`src/rtl/median_ctrl.sv`:
```
// rtl/median_ctrl.sv - load/sort/done sequencer for an iterative max-extraction median datapath
module median_ctrl #(
    parameter int N_PIXELS = 9
) (
    input  logic CLK,
    input  logic nRST,
    input  logic DSI,
    output logic MED_DSI,
    output logic BYP,
    output logic DSO,
    output logic BUSY,
    output logic ERR
);
    localparam int NPASS = (N_PIXELS + 1) / 2;
    localparam int CW    = $clog2(N_PIXELS);

    localparam logic [CW-1:0] LAST_PIX   = CW'(N_PIXELS);
    localparam logic [CW-1:0] LAST_STEP  = CW'(N_PIXELS - 1);
    localparam logic [CW-1:0] LAST_PASS  = CW'(NPASS - 1);
    localparam logic [CW-1:0] FINAL_STEP = CW'(N_PIXELS - NPASS - 1);

    typedef enum logic [1:0] {IDLE, LOAD, SORT, DONE} state_t;

    state_t        state, state_nxt;
    logic [CW-1:0] pix_cnt, pix_nxt;
    logic [CW-1:0] pass, pass_nxt;
    logic [CW-1:0] step, step_nxt;
    logic          err_defer, err_defer_nxt;
    logic          err_now;
    logic          err_raise;

    always_ff @(posedge CLK) begin
        if (!nRST) begin
            state     <= IDLE;
            pix_cnt   <= '0;
            pass      <= '0;
            step      <= '0;
            err_defer <= 1'b0;
            DSO       <= 1'b0;
            ERR       <= 1'b0;
        end else begin
            state     <= state_nxt;
            pix_cnt   <= pix_nxt;
            pass      <= pass_nxt;
            step      <= step_nxt;
            err_defer <= err_defer_nxt;
            DSO       <= (state_nxt == DONE);
            ERR       <= err_now;
        end
    end

    always_comb begin
        state_nxt = state;
        pix_nxt   = pix_cnt;
        pass_nxt  = pass;
        step_nxt  = step;
        err_raise = 1'b0;
        case (state)
            IDLE, DONE: begin
                if (DSI) begin
                    state_nxt = LOAD;
                    pix_nxt   = CW'(1);
                end else begin
                    state_nxt = IDLE;
                end
            end
            LOAD: begin
                if (DSI) begin
                    if (pix_cnt == LAST_PIX - CW'(1)) begin
                        state_nxt = SORT;
                        pix_nxt   = LAST_PIX;
                        pass_nxt  = '0;
                        step_nxt  = '0;
                    end else begin
                        pix_nxt = pix_cnt + CW'(1);
                    end
                end else begin
                    state_nxt = IDLE;
                    err_raise = 1'b1;
                end
            end
            SORT: begin
                // A stray pixel strobe here is flagged but never disturbs the sort.
                err_raise = DSI;
                if (pass == LAST_PASS && step == FINAL_STEP) begin
                    state_nxt = DONE;
                end else if (step == LAST_STEP) begin
                    pass_nxt = pass + CW'(1);
                    step_nxt = '0;
                end else begin
                    step_nxt = step + CW'(1);
                end
            end
            default: state_nxt = IDLE;
        endcase
    end

    // An error raised in the last sort cycle would collide with DSO; push it one cycle later.
    always_comb begin
        err_now       = 1'b0;
        err_defer_nxt = 1'b0;
        if (state_nxt == DONE) begin
            err_defer_nxt = err_raise | err_defer;
        end else begin
            err_now = err_raise | err_defer;
        end
    end

    always_comb begin
        MED_DSI = 1'b0;
        BYP     = 1'b1;
        BUSY    = 1'b0;
        case (state)
            IDLE, DONE: begin
                MED_DSI = DSI & nRST;
            end
            LOAD: begin
                MED_DSI = DSI & nRST;
                BUSY    = 1'b1;
            end
            SORT: begin
                // Compare while step < N-1-pass, then shift the extracted maxima back into place.
                BYP  = (step >= LAST_STEP - pass);
                BUSY = 1'b1;
            end
            default: begin
                MED_DSI = 1'b0;
            end
        endcase
    end
endmodule

```
`config.mk`:
```
export PLATFORM = sky130hd
export DESIGN_NAME = median_ctrl
export DESIGN_NICKNAME = d
export VERILOG_FILES = /design/src/rtl/median_ctrl.sv
export SDC_FILE = /design/constraint.sdc
export NUM_CORES = 1
export LEC_CHECK = 0
export ABC_AREA = 1
export CAP_MARGIN = 20
export CORE_MARGIN = 2
export CORE_UTILIZATION = 55
export CTS_CLUSTER_DIAMETER = 80
export DETAILED_ROUTE_END_ITERATION = 8
export DONT_BUFFER_PORTS = 1
export PLACE_DENSITY = 0.69
export SYNTH_ARGS = -nofsm -noshare
export SYNTH_HDL_FRONTEND = slang
export SYNTH_SLANG_ARGS = --single-unit
```
`constraint.sdc`:
```
create_clock -name CLK -period 3.8 [get_ports CLK]
set_input_delay 0.57 -clock CLK [delete_from_list [all_inputs] [get_ports CLK]]
set_output_delay 0.57 -clock CLK [all_outputs]
set_load 0.02 [all_outputs]
```
### Word-level counts from Yosys, hierarchy flattened

Cells that the tools add are included.

* flip-flop bits (word level): 17
* bits of input ports: 3
* output and inout bits: 5
* logic and storage cells: 62

* add/subtract/negate cells: 4
* order comparisons: 1
* equality and inequality tests: 13
* muxes and demuxes: 22
* bitwise logic cells: 3
* reduce and logical (&&, ||, !) cells: 12

Operator list (count)
* two-way mux 4 bit: 9
* one-hot mux 4 bit (2 select lines): 3
* adder 4 x 1 -> 4 bit, second input constant: 3
* != test 2 bit, second input constant: 5
* equality test 4 bit, second input constant: 2
* equality test 2 bit, second input constant: 3
* two-way mux 2 bit: 3
* one-hot mux 2 bit (3 select lines): 1
* OR reduction 2 bit: 3
* two-way mux 1 bit: 5
* AND reduction 5 bit: 1
* equality test 4 x 2 -> 1 bit, second input constant: 1
* equality test 4 x 3 -> 1 bit, second input constant: 1
* greater-or-equal comparator 4 bit: 1
* AND reduction 4 bit: 1
* nonzero test 2 bit: 2
* subtractor 4 bit, first input constant: 1
* AND reduction 3 bit: 1
* OR reduction 3 bit: 1
* equality test 2 x 1 -> 1 bit, second input constant: 1
* zero test 2 bit: 1
* one-hot mux 1 bit (2 select lines): 1
* AND reduction 2 bit: 1
* AND 1 bit: 1
* other kinds (3): 3

### Longest topological paths before layout

* word-level depth: 6
* depth in mapped cells: 10
* gate-level depth less buffers: 10

### Worst setup path after synthesis

Ideal clock, no wire load.

* path kind: flip-flop to output port
* start point: register pass[0]
* end point: output BYP
* arrival time: 1.487 ns
* data required time: 3.230 ns
* setup slack: 1.743 ns
* stages on the path, launching flop included: 10
* path buffers: 0
* path through: dfxtp_1 inv_1 ha_1 nand2_1 inv_1 nor2_1 ha_1 a21boi_0 o21ai_0 nand2_1

* cells in the longest elaborated chain, start to end: 3

RTL lines
* start: declaration: line 26 `logic [CW-1:0] pass, pass_nxt;`
* start signal: assignment: line 44 `pass <= pass_nxt;`
* subtractor 4 bit: line 123 `BYP = (step >= LAST_STEP - pass);`
* greater-or-equal comparator 4 bit: line 123
* two-way mux 1 bit: line 113 `case (state)`
* end: declaration: line 9 `output logic BYP,`

Every way passes these cells.

### Worst setup path after layout

Same ends and word-level chain as after synthesis.

==> metrics.md <==
| Metric | Value |
|---|---|
| Status | `finished, final reports clean` |
| H-tree Lvls | `1` |
| Peak supply drop | `0.168 mV` |
| Post-synthesis compound-gate area fraction | `8.13%` |
| Cells after synthesis | `167` |
| Mean Syn Cell Area | `6.82 um2` |
| Final nets | `185` |
| Final hold vios | `0` |
| Leakage power | `0.526 nW` |
| Rows | `16` |
| Final Cell Area | `1180 um2` |
| Total gr overflow | `0` |
| Detail-routed via count per cell | `5.18` |
| Final Util | `60.1%` |
| Crit share post-route | `65.1%` |
| Slew Viols, Final | `0` |
| Pwr per Cell Area | `265 nW/um2` |
| Critical-path maximum fanout | `7` |
| Setup Skew | `0.980 ps` |
| Xor/xnor share of the synthesized area | `3.08%` |
| Inserted Clock Buffers | `3` |
| Area grow syn2layout | `3.52%` |
| Yosys warns | `0` |
| Fraction of registers with async set/reset | `0%` |
| First-pass GRT wire length | `3810 um` |
| Final Power | `0.000313 W` |
| Fmax | `404 MHz` |
| Setup crit start kind | `flip-flop` |
| Worst-path clk slew | `90 ps` |
| Syn_nets | `183` |
| Worst R2R Setup Slack | `2080 ps` |
| WS Path Type | `flip-flop to output pin` |
| Die H | `49.5 um` |
| Core area | `1960 um2` |
| Largest net degree at the start of global routing | `10` |
| Mux cell area share after synthesis | `0%` |
| Worst Setup End Kind | `output pin` |
| Total wire length | `2070 um` |
| Post-synthesis simple-gate area fraction | `33.7%` |
| Post-synth top flop | `dfxtp_1` |
| Hold_buf cts | `0` |
| ANT nets after route | `0` |
| All-layer global routing usage | `19.7%` |
| Placer Congestion | `0.845` |
| Sequential fraction of the synthesis area | `29.9%` |
| CP arrival | `1910 ps` |
| CP Data Required Time | `3230 ps` |
| Drt first pass iters | `4` |
| Diodes inserted | `0` |
| Initial Util | `58.0%` |
| Clk buf depth | `2` |
| Slowest cell on the critical path | `dfxtp_1` |
| Share of cells above drive strength 1 | `7.74%` |
| Post-CTS setup buffers | `0` |
| DP HPWL | `1670 um` |
| Via count of the routed design | `1011` |
| CTS tree | `done` |
| Die W | `49.5 um` |
| Multi-input logic area | `674 um2` |
| Number of global-route vias before repair | `911` |
| Seq. cell area | `340 um2` |
| Critical path's top delay family | `flip-flops` |
| Cell area after synthesis | `1140 um2` |
| IO Count | `8` |
| Unique masters post-synth | `28` |
| Die area | `2450 um2` |
| Worst skew pair latency | `280 ps` |
| Clock sink total | `17` |
| Worst hold-check path type | `input port to flip-flop` |
| Resized cells post-CTS | `0` |
| Crit path largest cell delay | `450 ps` |
| Setup tns final | `0 ps` |
| Post-synth EDFFs | `0` |
| Port buffer count | `0` |
| Synthesized-area fraction occupied by adder cells | `14.3%` |
| Drt wl/cell | `10.6 um` |
| Fillers | `202` |
| Synth Register Bits | `17` |
| Slew @ Worst Pin | `412 ps` |
| Crit path buf inv count | `2` |
| Post-route minimum period | `2480 ps` |
| CTS root buf | `clkbuf_4` |
| RSZ-0062 raised after global routing | `false` |
| CP cell instances | `inv_1 > ha_1 > nand2_1 > inv_1 > nor2_1 > ha_1 > a21boi_0 > o21ai_0 > nand2_1` |
| Largest family of logic cells by synthesized area | `simple AND/OR/NAND/NOR gates` |
| Slew HR | `72.5%` |
| MaxCap Viol Count | `0` |
| Antenna violations before repair | `0` |
| DR iter-0 viols | `26` |
| DRC viols | `0` |
| Placed inst area | `1150 um2` |
| Final setup viols | `0` |
-- power by group --
group | switching [W] | internal [W] | leakage, nW
clock network | 0.0000508 | 0.0000407 | 0.0150
logic | 0.0000222 | 0.0000122 | 0.373
registers | 0.00000464 | 0.000182 | 0.138
-- Yosys cell counts, types with 2 or more instances --
master   instances  area (um2)
nand2_1         36         135
nor3_1           2        10.0
inv_1           24        90.1
ha_1            13         163
or2_2            2        12.5
xor2_1           3        26.3
a21oi_1          7        35.0
nor2_1          22        82.6
dfxtp_1         17         340
nand2_2          2        12.5
nand4_1          3        18.8
o21ai_0          4        20.0
nand3_1         17        85.1
-- path summary, 6_finish.rpt --
check | from | end | cells after the start
worst max-delay path | pass[0] | BYP | 9
worst max register to register | state[0] | ERR | 8
worst min register to register | pix_cnt[1] | pix_cnt[1] | 2
worst min-delay path | nRST | pass[3] | 2
-- metal layers --
layer  vias up  share of wire [%]  GRT usage (%)
met4         0               0.68           5.56
li1        534                  -              -
met5         -                  0              0
met3         2                2.1           2.73
met2        13                 49           36.5
met1       462                 48           23.7
-- kinds of logic after synthesis --
group	Yosys count
AND/OR/NAND/NOR	87
buffers and inverters	30
flip-flops	17
AO/OA/AOI/OAI	16
adder cells (fa/ha/maj)	13
XOR/XNOR	4
-- layout make-up --
cell class,instances,share of cell area [%]
tap,27,2.87
multi-input combinational,120,57.2
sequential,17,28.9
clock buffer,4,2.23
inverter,27,8.81
-- cell usage in the layout, fill, tap and decap left out, drive strengths merged --
| master | count |
|---|---|
| nand4 | 3 |
| a31oi | 1 |
| a211oi | 1 |
| inv | 26 |
| nor2 | 24 |
| o21a | 1 |
| nand2 | 38 |
| xor2 | 3 |
| dfxtp | 17 |
| clkbuf | 4 |
| nor3 | 2 |
| clkinv | 1 |
| a21oi | 7 |
| xnor2 | 1 |
| nand3 | 18 |
| ha | 13 |
| o21ai | 5 |
| or2 | 2 |
| a21boi | 1 |
-- flip-flops by register name (all words and copies together), names as in the netlist --
signal,cells
err_defer,1
DSO,1
pix_cnt,4
pass,4
ERR,1
state,2
step,4
-- per-stage QoR --
step / hold slack [ps] / cells / setup slack (ps)
floorplan: 461 / 167 / 1740
detailed placement: 494 / 191 / 1630
finish: 405 / 195 / 1320
CTS: 395 / 195 / 1310
global route: 388 / 195 / 1120
global placement: 486 / 191 / 1680
Note: power is estimated with default switching activity, not from simulation.
